**config.mk**
```make
export PLATFORM = sky130hd
export DESIGN_NAME = rle_stream_encoder
export DESIGN_NICKNAME = d
export VERILOG_FILES = /design/src/rtl/rle_stream_encoder.sv
export SDC_FILE = /design/constraint.sdc
export NUM_CORES = 1
export LEC_CHECK = 0
export ABC_AREA = 1
export CAP_MARGIN = 40
export CORE_ASPECT_RATIO = 0.6
export CORE_UTILIZATION = 55
export CTS_CLUSTER_SIZE = 30
export DETAILED_ROUTE_END_ITERATION = 12
export PLACE_DENSITY = 0.88
export RECOVER_POWER = 25
export SLEW_MARGIN = 25
export SYNTH_ARGS = -nofsm -noshare
export SYNTH_HDL_FRONTEND = slang
export SYNTH_SLANG_ARGS = --single-unit
```
**constraint.sdc**
```tcl
create_clock -name clk -period 2.5 [get_ports clk]
set_clock_uncertainty 0.05 [all_clocks]
set_input_delay 0.25 -clock clk [delete_from_list [all_inputs] [get_ports clk]]
set_output_delay 0.25 -clock clk [all_outputs]
set_load 0.005 [all_outputs]
```
**src/rtl/rle_stream_encoder.sv**
```systemverilog
// Run-length encoder for activation / feature-map streams.
// Merges consecutive equal symbols into (value, length) records with a
// saturating length field, valid/ready on both sides, and frame close on
// in_last. With ZERO_ONLY set, only runs of zero are merged.
module rle_stream_encoder #(
  parameter int unsigned DATA_W    = 8,
  parameter int unsigned LEN_W     = 8,
  parameter int unsigned ZERO_ONLY = 0
) (
  input  logic              clk,
  input  logic              rst_n,
  input  logic              in_valid,
  output logic              in_ready,
  input  logic [DATA_W-1:0] in_data,
  input  logic              in_last,
  output logic              out_valid,
  input  logic              out_ready,
  output logic [DATA_W-1:0] out_value,
  output logic [LEN_W-1:0]  out_len,
  output logic              out_last
);

  localparam logic [LEN_W-1:0] MAX_LEN = '1;
  localparam logic [LEN_W-1:0] ONE_LEN = LEN_W'(1);

  typedef enum logic [1:0] {
    S_IDLE,
    S_RUN,
    S_LAST_PEND
  } state_t;

  // Run accumulator and FSM state
  state_t              r_state;
  state_t              w_state_nxt;
  logic [DATA_W-1:0]   r_cur_val;
  logic [DATA_W-1:0]   w_cur_val_nxt;
  logic [LEN_W-1:0]    r_cur_len;
  logic [LEN_W-1:0]    w_cur_len_nxt;

  // Single-entry output register
  logic                r_out_valid;
  logic [DATA_W-1:0]   r_out_value;
  logic [LEN_W-1:0]    r_out_len;
  logic                r_out_last;

  // Output-register load request from the next-state logic
  logic                w_load;
  logic [DATA_W-1:0]   w_ld_value;
  logic [LEN_W-1:0]    w_ld_len;
  logic                w_ld_last;

  logic                w_out_free;
  logic                w_accept;
  logic                w_same;
  logic                w_room;
  logic                w_mergeable;
  logic                w_extend;

  // The output register can take a new record when empty or draining now
  assign w_out_free  = !r_out_valid || out_ready;
  assign in_ready    = rst_n && (r_state != S_LAST_PEND) && w_out_free;
  assign w_accept    = in_valid && in_ready;

  assign w_same      = (in_data == r_cur_val);
  assign w_room      = (r_cur_len < MAX_LEN);
  assign w_mergeable = (ZERO_ONLY == 0) || (r_cur_val == '0);
  assign w_extend    = (r_state == S_RUN) && w_same && w_room && w_mergeable;

  // Next-state, accumulator update and output-register load selection
  always_comb begin
    w_state_nxt   = r_state;
    w_cur_val_nxt = r_cur_val;
    w_cur_len_nxt = r_cur_len;
    w_load        = 1'b0;
    w_ld_value    = r_cur_val;
    w_ld_len      = r_cur_len;
    w_ld_last     = 1'b0;

    case (r_state)
      S_IDLE: begin
        if (w_accept) begin
          if (in_last) begin
            // Single-symbol frame: emit directly, nothing stays open
            w_load        = 1'b1;
            w_ld_value    = in_data;
            w_ld_len      = ONE_LEN;
            w_ld_last     = 1'b1;
            w_cur_val_nxt = in_data;
            w_cur_len_nxt = '0;
            w_state_nxt   = S_IDLE;
          end else begin
            w_cur_val_nxt = in_data;
            w_cur_len_nxt = ONE_LEN;
            w_state_nxt   = S_RUN;
          end
        end
      end

      S_RUN: begin
        if (w_accept) begin
          if (w_extend) begin
            if (in_last) begin
              w_load        = 1'b1;
              w_ld_value    = r_cur_val;
              w_ld_len      = r_cur_len + ONE_LEN;
              w_ld_last     = 1'b1;
              w_cur_len_nxt = '0;
              w_state_nxt   = S_IDLE;
            end else begin
              w_cur_len_nxt = r_cur_len + ONE_LEN;
            end
          end else begin
            // Break: close the current run, restart with the new symbol.
            // A break on the final symbol leaves a second record pending.
            w_load        = 1'b1;
            w_ld_value    = r_cur_val;
            w_ld_len      = r_cur_len;
            w_ld_last     = 1'b0;
            w_cur_val_nxt = in_data;
            w_cur_len_nxt = ONE_LEN;
            w_state_nxt   = in_last ? S_LAST_PEND : S_RUN;
          end
        end
      end

      S_LAST_PEND: begin
        if (w_out_free) begin
          w_load        = 1'b1;
          w_ld_value    = r_cur_val;
          w_ld_len      = r_cur_len;
          w_ld_last     = 1'b1;
          w_cur_len_nxt = '0;
          w_state_nxt   = S_IDLE;
        end
      end

      default: begin
        w_state_nxt = S_IDLE;
      end
    endcase
  end

  // FSM state and run accumulator registers
  always_ff @(posedge clk or negedge rst_n) begin
    if (!rst_n) begin
      r_state   <= S_IDLE;
      r_cur_val <= '0;
      r_cur_len <= '0;
    end else begin
      r_state   <= w_state_nxt;
      r_cur_val <= w_cur_val_nxt;
      r_cur_len <= w_cur_len_nxt;
    end
  end

  // Output register: load takes priority over drain so a same-cycle
  // drain-and-load keeps the new record; fields hold while stalled
  always_ff @(posedge clk or negedge rst_n) begin
    if (!rst_n) begin
      r_out_valid <= 1'b0;
      r_out_value <= '0;
      r_out_len   <= '0;
      r_out_last  <= 1'b0;
    end else if (w_load) begin
      r_out_valid <= 1'b1;
      r_out_value <= w_ld_value;
      r_out_len   <= w_ld_len;
      r_out_last  <= w_ld_last;
    end else if (out_ready) begin
      r_out_valid <= 1'b0;
    end
  end

  assign out_valid = r_out_valid;
  assign out_value = r_out_value;
  assign out_len   = r_out_len;
  assign out_last  = r_out_last;

endmodule

```
==> run metrics, run 1 <==
TritonCTS clock tree=done; Yosys reg bits=36; Clock Latency Late Sink=0.30 ns; WP data required=2.66 ns; Unique masters post-synth=33; largest net degree at the start of global routing=37; Pins Over Slew Limit=0; Avg Vias per Cell=5.38; sw frac=42.7%; setup tns final=0 ns; vias after detailed routing=2399; Psw=1.15 mW; LEAKAGE=1.47 nW; GP Congestion=0.942; die width=87.1 um; commonest cells after routing, fill and taps aside=110 x nand2_1, 47 x inv_1, 36 x dfrtp_1; fin crit share=90.4%; Clock transition at path regs=0.08 ns; worst path bufs/invs=3; CP dominant cell by count=inv_1; Ys Warns=0; Boundary Pins=32; Peak Freq=442 MHz; area growth from synthesis to layout=20.0%; Fin. Hold Viols=0; core area=4140 um2; Hold Crit Class=flip-flop to flip-flop; Fill cells=375; CTS sink count=36; total track usage=29.7%; drc violations=0; startpoint types=flip-flop; Ant. Diodes=0; layout cells sized above 1=10.9%; power per cell area=939 nW/um2; critical setup path kind=flip-flop to flip-flop; post-synthesis cell count=346; Register Area=901 um2; nets=404; Post-CTS Resized=0; worst path cell trace=inv_1, ha_1, inv_1, nand2_2, nor2_4, nand2_4, nand2_1, o21ai_0, nor2_1, nand4_1, buf_4, o22ai_1; vias in the first global route=2075; dominant cell type by area after synthesis=dfrtp_1; relative max-transition margin=40.7%; total area of multi-input combinational cells=1240 um2; Worst setup EP type=flip-flop; die area=4620 um2; number of CTS-inserted buffers=5; RSZ-0062 raised after global routing=no; H-Tree Depth=2; Seq/Total Area, Yosys=37.7%; ranking of synthesized cells by area=dfrtp_1 38%, nand2_1 17%, inv_1 7.4%; row count=18; CP top delay family=simple AND/OR/NAND/NOR gates; grt total ovfl=0; post-route antenna net violation count=0; status=finished, final reports clean; CP peak stage delay=0.38 ns; Reg power frac=34.2%; initial antenna violation count=0; fin util=69.2%; crit path DAT=2.42 ns; Worst Max-Slew Pin Slew=0.890 ns; logic gate share of total power=50.3%; PortBufs=31; # setup viols final=0; Final HPWL DP=4750 um; Worst path slowest cell=dfrtp_1; Max Cap Viol=0; P_int=1.54 mW; syn_nets=365; post-synthesis area per instance=6.90 um2; clock power share=15.5%; largest fanout on the critical path=7; clk buf depth=2; VDD IR max=0.543 mV; most common cell after layout, fill and taps aside=nand2_1; fin crit period=2.26 ns; first-pass GRT wire length=9950 um; drt initial violations=260; area share of the largest cell type after synthesis=37.7%; Initial DRT Pass Iterations=5; Die Height=53.0 um; mapped cell area=2390 um2; post-DR wirelength/cell=13.8 um; clock root buffer=clkbuf_8; Initial Util=57.6%; drt total wl=6170 um
==> path summary, 6_finish.rpt <==
kind	from	end	slack, ns	cells past startpoint
min in group asynchronous	rst_n	out_len[2]$_DFFE_PN0P_	0.74	3
setup / recovery	r_state[0]$_DFFE_PN0P_	r_cur_len[3]$_DFFE_PN0P_	0.24	12
max in group asynchronous	rst_n	r_cur_len[2]$_DFFE_PN0P_	1.11	3
setup reg to reg	r_state[0]$_DFFE_PN0P_	r_cur_len[3]$_DFFE_PN0P_	0.24	12
hold reg to reg	out_value[1]$_DFFE_PN0P_	out_value[1]$_DFFE_PN0P_	0.44	2
hold / removal	out_value[1]$_DFFE_PN0P_	out_value[1]$_DFFE_PN0P_	0.44	2
==> flip-flops by register name, indices dropped and copies added (netlist names) <==
signal / cells
out_last: 1
out_len: 8
out_valid: 1
out_value: 8
r_cur_len: 8
r_cur_val: 8
r_state: 2
==> cells in the mapped netlist <==
library cell,instances
inv_6,1
nand3b_1,1
nand4_1,7
nor2_2,2
nor2_4,1
or2_1,1
dfrtp_1,36
nand2_1,110
a21oi_1,5
buf_2,2
clkbuf_1,3
nand3_2,2
o21ai_1,7
xnor2_1,1
o22ai_1,8
nor2_1,35
o221ai_1,1
buf_4,1
nand2_4,3
clkinv_1,1
nor3_4,1
ha_1,6
inv_1,47
nand3_1,24
a21oi_2,1
nor3_1,1
buf_12,1
o31ai_1,1
a21o_1,1
inv_2,3
o21ai_0,15
xor2_1,4
nand2_2,13
==> per-layer routing <==
layer | vias up | track usage (%) | part of all wire (%)
li1 | 1170 | - | -
met1 | 1074 | 43.3 | 47
met2 | 138 | 44.0 | 41
met3 | 17 | 5.93 | 10
met4 | 0 | 10.0 | 1.8
met5 | - | 0 | 0
==> power groups by stage <==
stage	logic, mW	registers, mW	clock network (mW)
after floorplan	0.841	0.912	0
after global placement	1.28	0.916	0
after detailed placement	1.33	0.925	0
after CTS	1.34	0.917	0.427
after global routing	1.51	0.943	0.447
final	1.35	0.920	0.418
==> cell type report <==
| type | instances | share of cell area [%] |
|---|---|---|
| clock inverters | 3 | 0.655 |
| inverters | 52 | 6.98 |
| flip-flops and latches | 36 | 31.4 |
| well taps | 60 | 2.62 |
| multi-input cells | 251 | 43.2 |
| repair buffers | 39 | 12.7 |
| clock buffers | 5 | 2.40 |
==> logic make-up after synthesis <==
family / synth area share, %
flip-flops: 37.7
buffers and inverters: 10.4
XOR/XNOR: 1.83
adder cells (fa/ha/maj): 3.14
AND/OR/NAND/NOR: 37.8
AO/OA/AOI/OAI: 9.11
==> through the flow <==
| stage | worst slack [ns] | cell area [um2] | hold slack, ns | std cells | power, mW |
|---|---|---|---|---|---|
| after detailed placement | 0.235 | 2770 | 0.311 | 436 | 2.26 |
| final | 0.240 | 2870 | 0.439 | 446 | 2.69 |
| after global placement | 0.272 | 2770 | 0.313 | 436 | 2.20 |
| after CTS | 0.197 | 2860 | 0.437 | 445 | 2.68 |
| after global routing | 0.142 | 2870 | 0.449 | 446 | 2.90 |
| after floorplan | 0.570 | 2390 | -0.0956 | 346 | 1.75 |
==> what timing repair did <==
action / 4_1_cts / 5_1_grt
hold buffers: 1 / 0
hold endpoints to repair: 36 / 0
setup buffers: 0 / 1
endpoints found under the setup margin: 0 / 4
==> worst min-delay path, stage by stage, from the launching register on <==
cell     delay, ns
dfrtp_1       0.35
nand2_1       0.06
nand2_1       0.05
(Power assumes the default switching activity.)
==> run 2, diff against run 1 <==
MAX_ROUTING_LAYER = met4   (was default)
clock period = 2.85 ns   (was 2.5 ns; I/O delays follow)
==> run 2 against run 1 <==
Effect of this change: the run now ends with max-capacitance violations, max-slew violations left; sequential power shrank 13%; core utilization decreased by 0.24 points; routed wire length fell by 4.4%; critical path depth rose by 1; register-to-register slack better by 0.10 ns; non-clock buffer count down 4; global-route usage down 0.19 points; flip-flop and latch count unchanged; hold slack got worse by 0.0044 ns; setup slack better by 0.10 ns; count of clock-buffer cells in the layout unchanged.
==> run metrics, run 2 (synthesized netlist as in run 1, its figures left out) <==
final worst setup slack=0.341 ns (+0.101 ns); Hold Crit Class=flip-flop to flip-flop; startpoint types=flip-flop; WHS Path Cells=2 (unchanged); area growth from synthesis to layout=19.6%; R2R Setup Slk=0.34 ns (+0.10 ns); failing checks=max-capacitance violations, max-slew violations; Fill cells=367 (-2.1%); Clock Latency Late Sink=0.30 ns (about the same); relative max-transition margin=-28.9% (-70 points); row count=18 (unchanged); die area=4620 um2 (unchanged); total track usage=29.5% (-0.19 points); GP Congestion=0.987 (+4.7%); core area=4140 um2 (unchanged); Worst setup EP type=flip-flop; fin crit period=2.51 ns (+0.249 ns); nets=400 (-0.99%); final non-filler cell total=442 (-0.90%); layout cells sized above 1=9.95% (-0.93 points); critical setup path kind=flip-flop to flip-flop; drt total wl=5900 um (-4.4%); PortBufs=31 (unchanged); post-DR wirelength/cell=13.3 um (-3.5%); setup tns final=0 ns (unchanged); first-pass GRT wire length=9780 um (-1.7%); die width=87.1 um (unchanged); final hold slack=0.434 ns (-0.00444 ns); RSZ-0062 raised after global routing=no; post-placement setup slack=0.418 ns (+0.183 ns); Die Height=53.0 um (unchanged); DP Cell Count=434 (-0.46%); clk buf depth=2 (unchanged); post-CTS setup buffer count=0 (unchanged); LEAKAGE=1.45 nW (-1.0%); Clock transition at path regs=0.08 ns (about the same); largest net degree at the start of global routing=37 (unchanged); status=finished, violations left; Critical R2R Capture=out_len[3]$_DFFE_PN0P_; vias in the first global route=2001 (-3.6%); final instance area=2860 um2 (-0.35%); hold_sp=out_len[2]$_DFFE_PN0P_; most common cell after layout, fill and taps aside=nand2_1; Boundary Pins=32 (unchanged); number of CTS-inserted buffers=5 (unchanged); Post-CTS Resized=0 (unchanged); CTS sink count=36 (unchanged); Critical R2R Launch=r_state[1]$_DFFE_PN0P_; vias after detailed routing=2339 (-2.5%); Max Cap Viol=1 (+1); hold endpoint=out_len[2]$_DFFE_PN0P_; drc violations=0 (unchanged); post-route antenna net violation count=0 (unchanged); WP data required=2.99 ns (+0.33 ns); power per cell area=847 nW/um2 (-9.8%); fin util=68.9% (-0.24 points); Ant. Diodes=0 (unchanged); worst r2r path cells=13 (+1); drt initial violations=205 (-21%); Post-CTS Hold Buffers=0 (-1); initial antenna violation count=0 (unchanged); Avg Vias per Cell=5.29 (-1.6%); commonest cells after routing, fill and taps aside=110 x nand2_1, 47 x inv_1, 36 x dfrtp_1; Initial DRT Pass Iterations=4 (-1); Initial Util=57.6% (unchanged); VDD IR max=0.468 mV (-14%); largest fanout on the critical path=15 (+8); Area after DPL=2750 um2 (-0.54%); Peak Freq=399 MHz (-9.9%); TritonCTS clock tree=done; Worst Max-Slew Pin Slew=1.93 ns (+1.04 ns); Final HPWL DP=4510 um (-5.2%); crit path DAT=2.65 ns (+0.23 ns); Fin. Hold Viols=0 (unchanged); clock root buffer=clkbuf_8; Tot Pwr=2.42 mW (-10%); Pins Over Slew Limit=37 (+37); grt total ovfl=0 (unchanged); fin crit share=88.0% (-2.4 points); H-Tree Depth=2 (unchanged); # setup viols final=0 (unchanged)
-- run 2: area by class of cell --
type | count | area [um2] | share of cell area, %
multi-input cells | 251 | 1240 | 43.4
flip-flops and latches | 36 | 901 | 31.5
repair buffers | 35 | 330 | 11.6
inverters | 52 | 200 | 7.01
well taps | 60 | 75.1 | 2.63
clock buffers | 5 | 68.8 | 2.41
clock inverters | 3 | 42.5 | 1.49
-- run 2: routing by layer --
layer | share of wire [%] | GRT usage, % | wire, um
met5 | 0 | - | 0
met4 | 0.97 | 6.94 | 57
met3 | 9.5 | 7.02 | 563
met2 | 39 | 40.3 | 2320
met1 | 50 | 43.6 | 2950
-- run 2: where the power goes --
group	total, mW	internal [mW]	switching, mW
clock	0.463	0.259	0.205
combinational	1.15	0.480	0.673
sequential	0.802	0.685	0.117
-- run 2: worst max-delay path by stage --
stage                                       from                endpoint  slack, ns  cells past startpoint
final                     r_state[1]$_DFFE_PN0P_  out_len[3]$_DFFE_PN0P_       0.34                     13
after global routing      r_state[1]$_DFFE_PN0P_  out_len[6]$_DFFE_PN0P_       0.15                     13
after CTS                 r_state[1]$_DFFE_PN0P_  out_len[3]$_DFFE_PN0P_       0.38                     13
after detailed placement  r_state[1]$_DFFE_PN0P_  out_len[3]$_DFFE_PN0P_       0.42                     13
after global placement    r_state[1]$_DFFE_PN0P_  out_len[3]$_DFFE_PN0P_       0.44                     13
after floorplan           r_state[0]$_DFFE_PN0P_  out_len[0]$_DFFE_PN0P_       0.92                     13
-- run 2: worst max-delay path, stage by stage (launching register included) --
cell     delay [ns]
dfrtp_1        0.42
inv_1          0.09
ha_1           0.48
inv_2          0.12
a21oi_1        0.14
nand3_1        0.11
nor2_2         0.17
nand3_1        0.16
nand2_2        0.12
nand2_4        0.08
nand2_4        0.18
inv_6          0.11
nor2_1         0.11
nor2_1         0.05
==> run 3, diff against run 2 <==
GPL_TIMING_DRIVEN = 0   (was default)
==> run 3 against run 2 <==
Effect of this change: the flow now finishes without violations; final cell count increased by 1.1%; non-clock buffer count is 5 higher; first-iteration DRC count grew 8.3%; die area unchanged; register-to-register slack better by 0.21 ns.
==> run metrics, run 3 (synthesized netlist as in run 1, its figures left out) <==
worst path cell trace=dlygate4sd3_1, buf_2, buf_12, nand2_2, nor2_4, nand2_4, nor3_4, inv_1, nand3_1, nand3_1, nor2_1, nor2_1; CP peak stage delay=0.52 ns (+0.04 ns); Initial Util=57.6% (unchanged); final hold slack=0.344 ns (-0.0902 ns); clk buf depth=2 (unchanged); startpoint types=input pin; post-DR wirelength/cell=13.3 um (-0.45%); post-route antenna net violation count=0 (unchanged); LEAKAGE=1.48 nW (+1.9%); area growth from synthesis to layout=21.9%; status=finished, final reports clean; first-pass GRT wire length=9560 um (-2.2%); Clock Latency Late Sink=0.29 ns (about the same); nets=405 (+1.3%); core area=4140 um2 (unchanged); # setup viols final=0 (unchanged); Boundary Pins=32 (unchanged); Avg Vias per Cell=5.27 (-0.40%); CP top delay family=buffers and inverters; final worst setup slack=0.320 ns (-0.0205 ns); Ant. Diodes=0 (unchanged); critical setup path kind=input pin to flip-flop; Initial DRT Pass Iterations=6 (+2); CTS sink count=36 (unchanged); H-Tree Depth=2 (unchanged); worst path bufs/invs=4 (+1); largest net degree at the start of global routing=27 (-27%); TritonCTS clock tree=done; fin crit share=88.8% (+0.72 points); die width=87.1 um (unchanged); clock root buffer=clkbuf_8; Final HPWL DP=4550 um (+1.0%); Pins Over Slew Limit=0 (-100%); total track usage=29.2% (-0.37 points); row count=18 (unchanged); Worst setup EP type=flip-flop; Peak Freq=395 MHz (-0.81%); die area=4620 um2 (unchanged); RSZ-0062 raised after global routing=no; layout cells sized above 1=10.9% (+0.91 points); relative max-transition margin=69.9% (+99 points); Clock transition at path regs=0.08 ns (about the same); Die Height=53.0 um (unchanged); grt total ovfl=0 (unchanged); post-placement setup slack=0.433 ns (+0.0147 ns); power per cell area=840 nW/um2 (-0.83%); initial antenna violation count=0 (unchanged); Max Cap Viol=0 (-1); Fin. Hold Viols=0 (unchanged); GP Congestion=0.970 (-1.6%); commonest cells after routing, fill and taps aside=110 x nand2_1, 47 x inv_1, 36 x dfrtp_1; Worst path slowest cell=dlygate4sd3_1; WP data required=2.99 ns (about the same); vias after detailed routing=2356 (+0.73%); VDD IR max=0.385 mV (-18%); PortBufs=31 (unchanged); vias in the first global route=2028 (+1.3%); drc violations=0 (unchanged); number of CTS-inserted buffers=5 (unchanged); drt total wl=5940 um (+0.68%); drt initial violations=222 (+8.3%); crit path DAT=2.67 ns (+0.02 ns); largest fanout on the critical path=26 (+11); most common cell after layout, fill and taps aside=nand2_1; Worst Max-Slew Pin Slew=0.452 ns (-1.48 ns); fin crit period=2.53 ns (+0.0205 ns); Hold Crit Class=input pin to asynchronous set/reset pin
[run 3: cell types whose count changed in the layout (fill, tap and decap cells not counted), sizes merged]
| cell | delta |
|---|---|
| buf | +3 |
| clkbuf | +1 |
| dlygate4sd3 | +1 |
[run 3: worst reg2reg max path, stage by stage (launching register included)]
cell     delay (ns)
dfrtp_1        0.38
inv_1          0.08
ha_1           0.25
inv_1          0.10
nand2_2        0.07
nor2_4         0.14
nand2_4        0.09
nor3_4         0.36
inv_1          0.24
nand3_1        0.16
nand3_1        0.08
nor2_1         0.15
nor2_1         0.05
[run 3: worst paths after layout]
check,startpoint,to,slack (ns),cells after the start
max,rst_n,out_len[3]$_DFFE_PN0P_,0.32,12
min,rst_n,out_len[4]$_DFFE_PN0P_,0.34,2
max reg2reg,r_state[0]$_DFFE_PN0P_,out_len[3]$_DFFE_PN0P_,0.55,12
min reg2reg,out_value[5]$_DFFE_PN0P_,out_value[5]$_DFFE_PN0P_,0.43,2
max in group asynchronous,rst_n,r_cur_val[5]$_DFFE_PN0P_,1.98,3
min in group clk,out_value[5]$_DFFE_PN0P_,out_value[5]$_DFFE_PN0P_,0.43,2
[run 3: stage by stage]
step	area [um2]	TNS [ns]	cells	total power [mW]	utilization (%)
final	2910	0	447	2.44	70.3
after detailed placement	2790	0	438	1.98	67.3
after floorplan	2390	0	346	1.54	-
after global routing	2910	0	447	2.64	70.3
after global placement	2770	-22.38	437	1.93	66.9
after CTS	2910	0	447	2.44	70.2
[run 3: repair_timing]
| action | 4_1_cts | 5_1_grt |
|---|---|---|
| gates resized for setup | 0 | 2 |
| endpoints found under the hold margin | 11 | 0 |
| buffers inserted | 0 | 0 |
| setup endpoints to repair | 0 | 4 |
| hold buffers | 1 | 0 |
[run 3: per-layer routing]
layer	part of all wire [%]	global-route usage (%)	vias up
met5	0	-	-
met4	0.84	7.22	0
met3	8.7	7.02	7
met2	41	41.2	110
met1	50	41.8	1076
li1	-	-	1163
[run 3: power by group]
| group | total [mW] | switching (mW) | internal, mW | leakage [nW] |
|---|---|---|---|---|
| sequential | 0.809 | 0.124 | 0.685 | 0.464 |
| clock | 0.458 | 0.199 | 0.259 | 0.0541 |
| combinational | 1.18 | 0.670 | 0.507 | 0.961 |
[run 3: layout make-up]
| type | count | area (um2) |
|---|---|---|
| plain buffers | 7 | 50.0 |
| clock buffers | 5 | 68.8 |
| clock inverters | 3 | 42.5 |
| fillers | 359 | 1230 |
| inverters | 52 | 200 |
| multi-input cells | 251 | 1240 |
| flip-flops and latches | 36 | 901 |
| well taps | 60 | 75.1 |
| repair buffers | 33 | 335 |
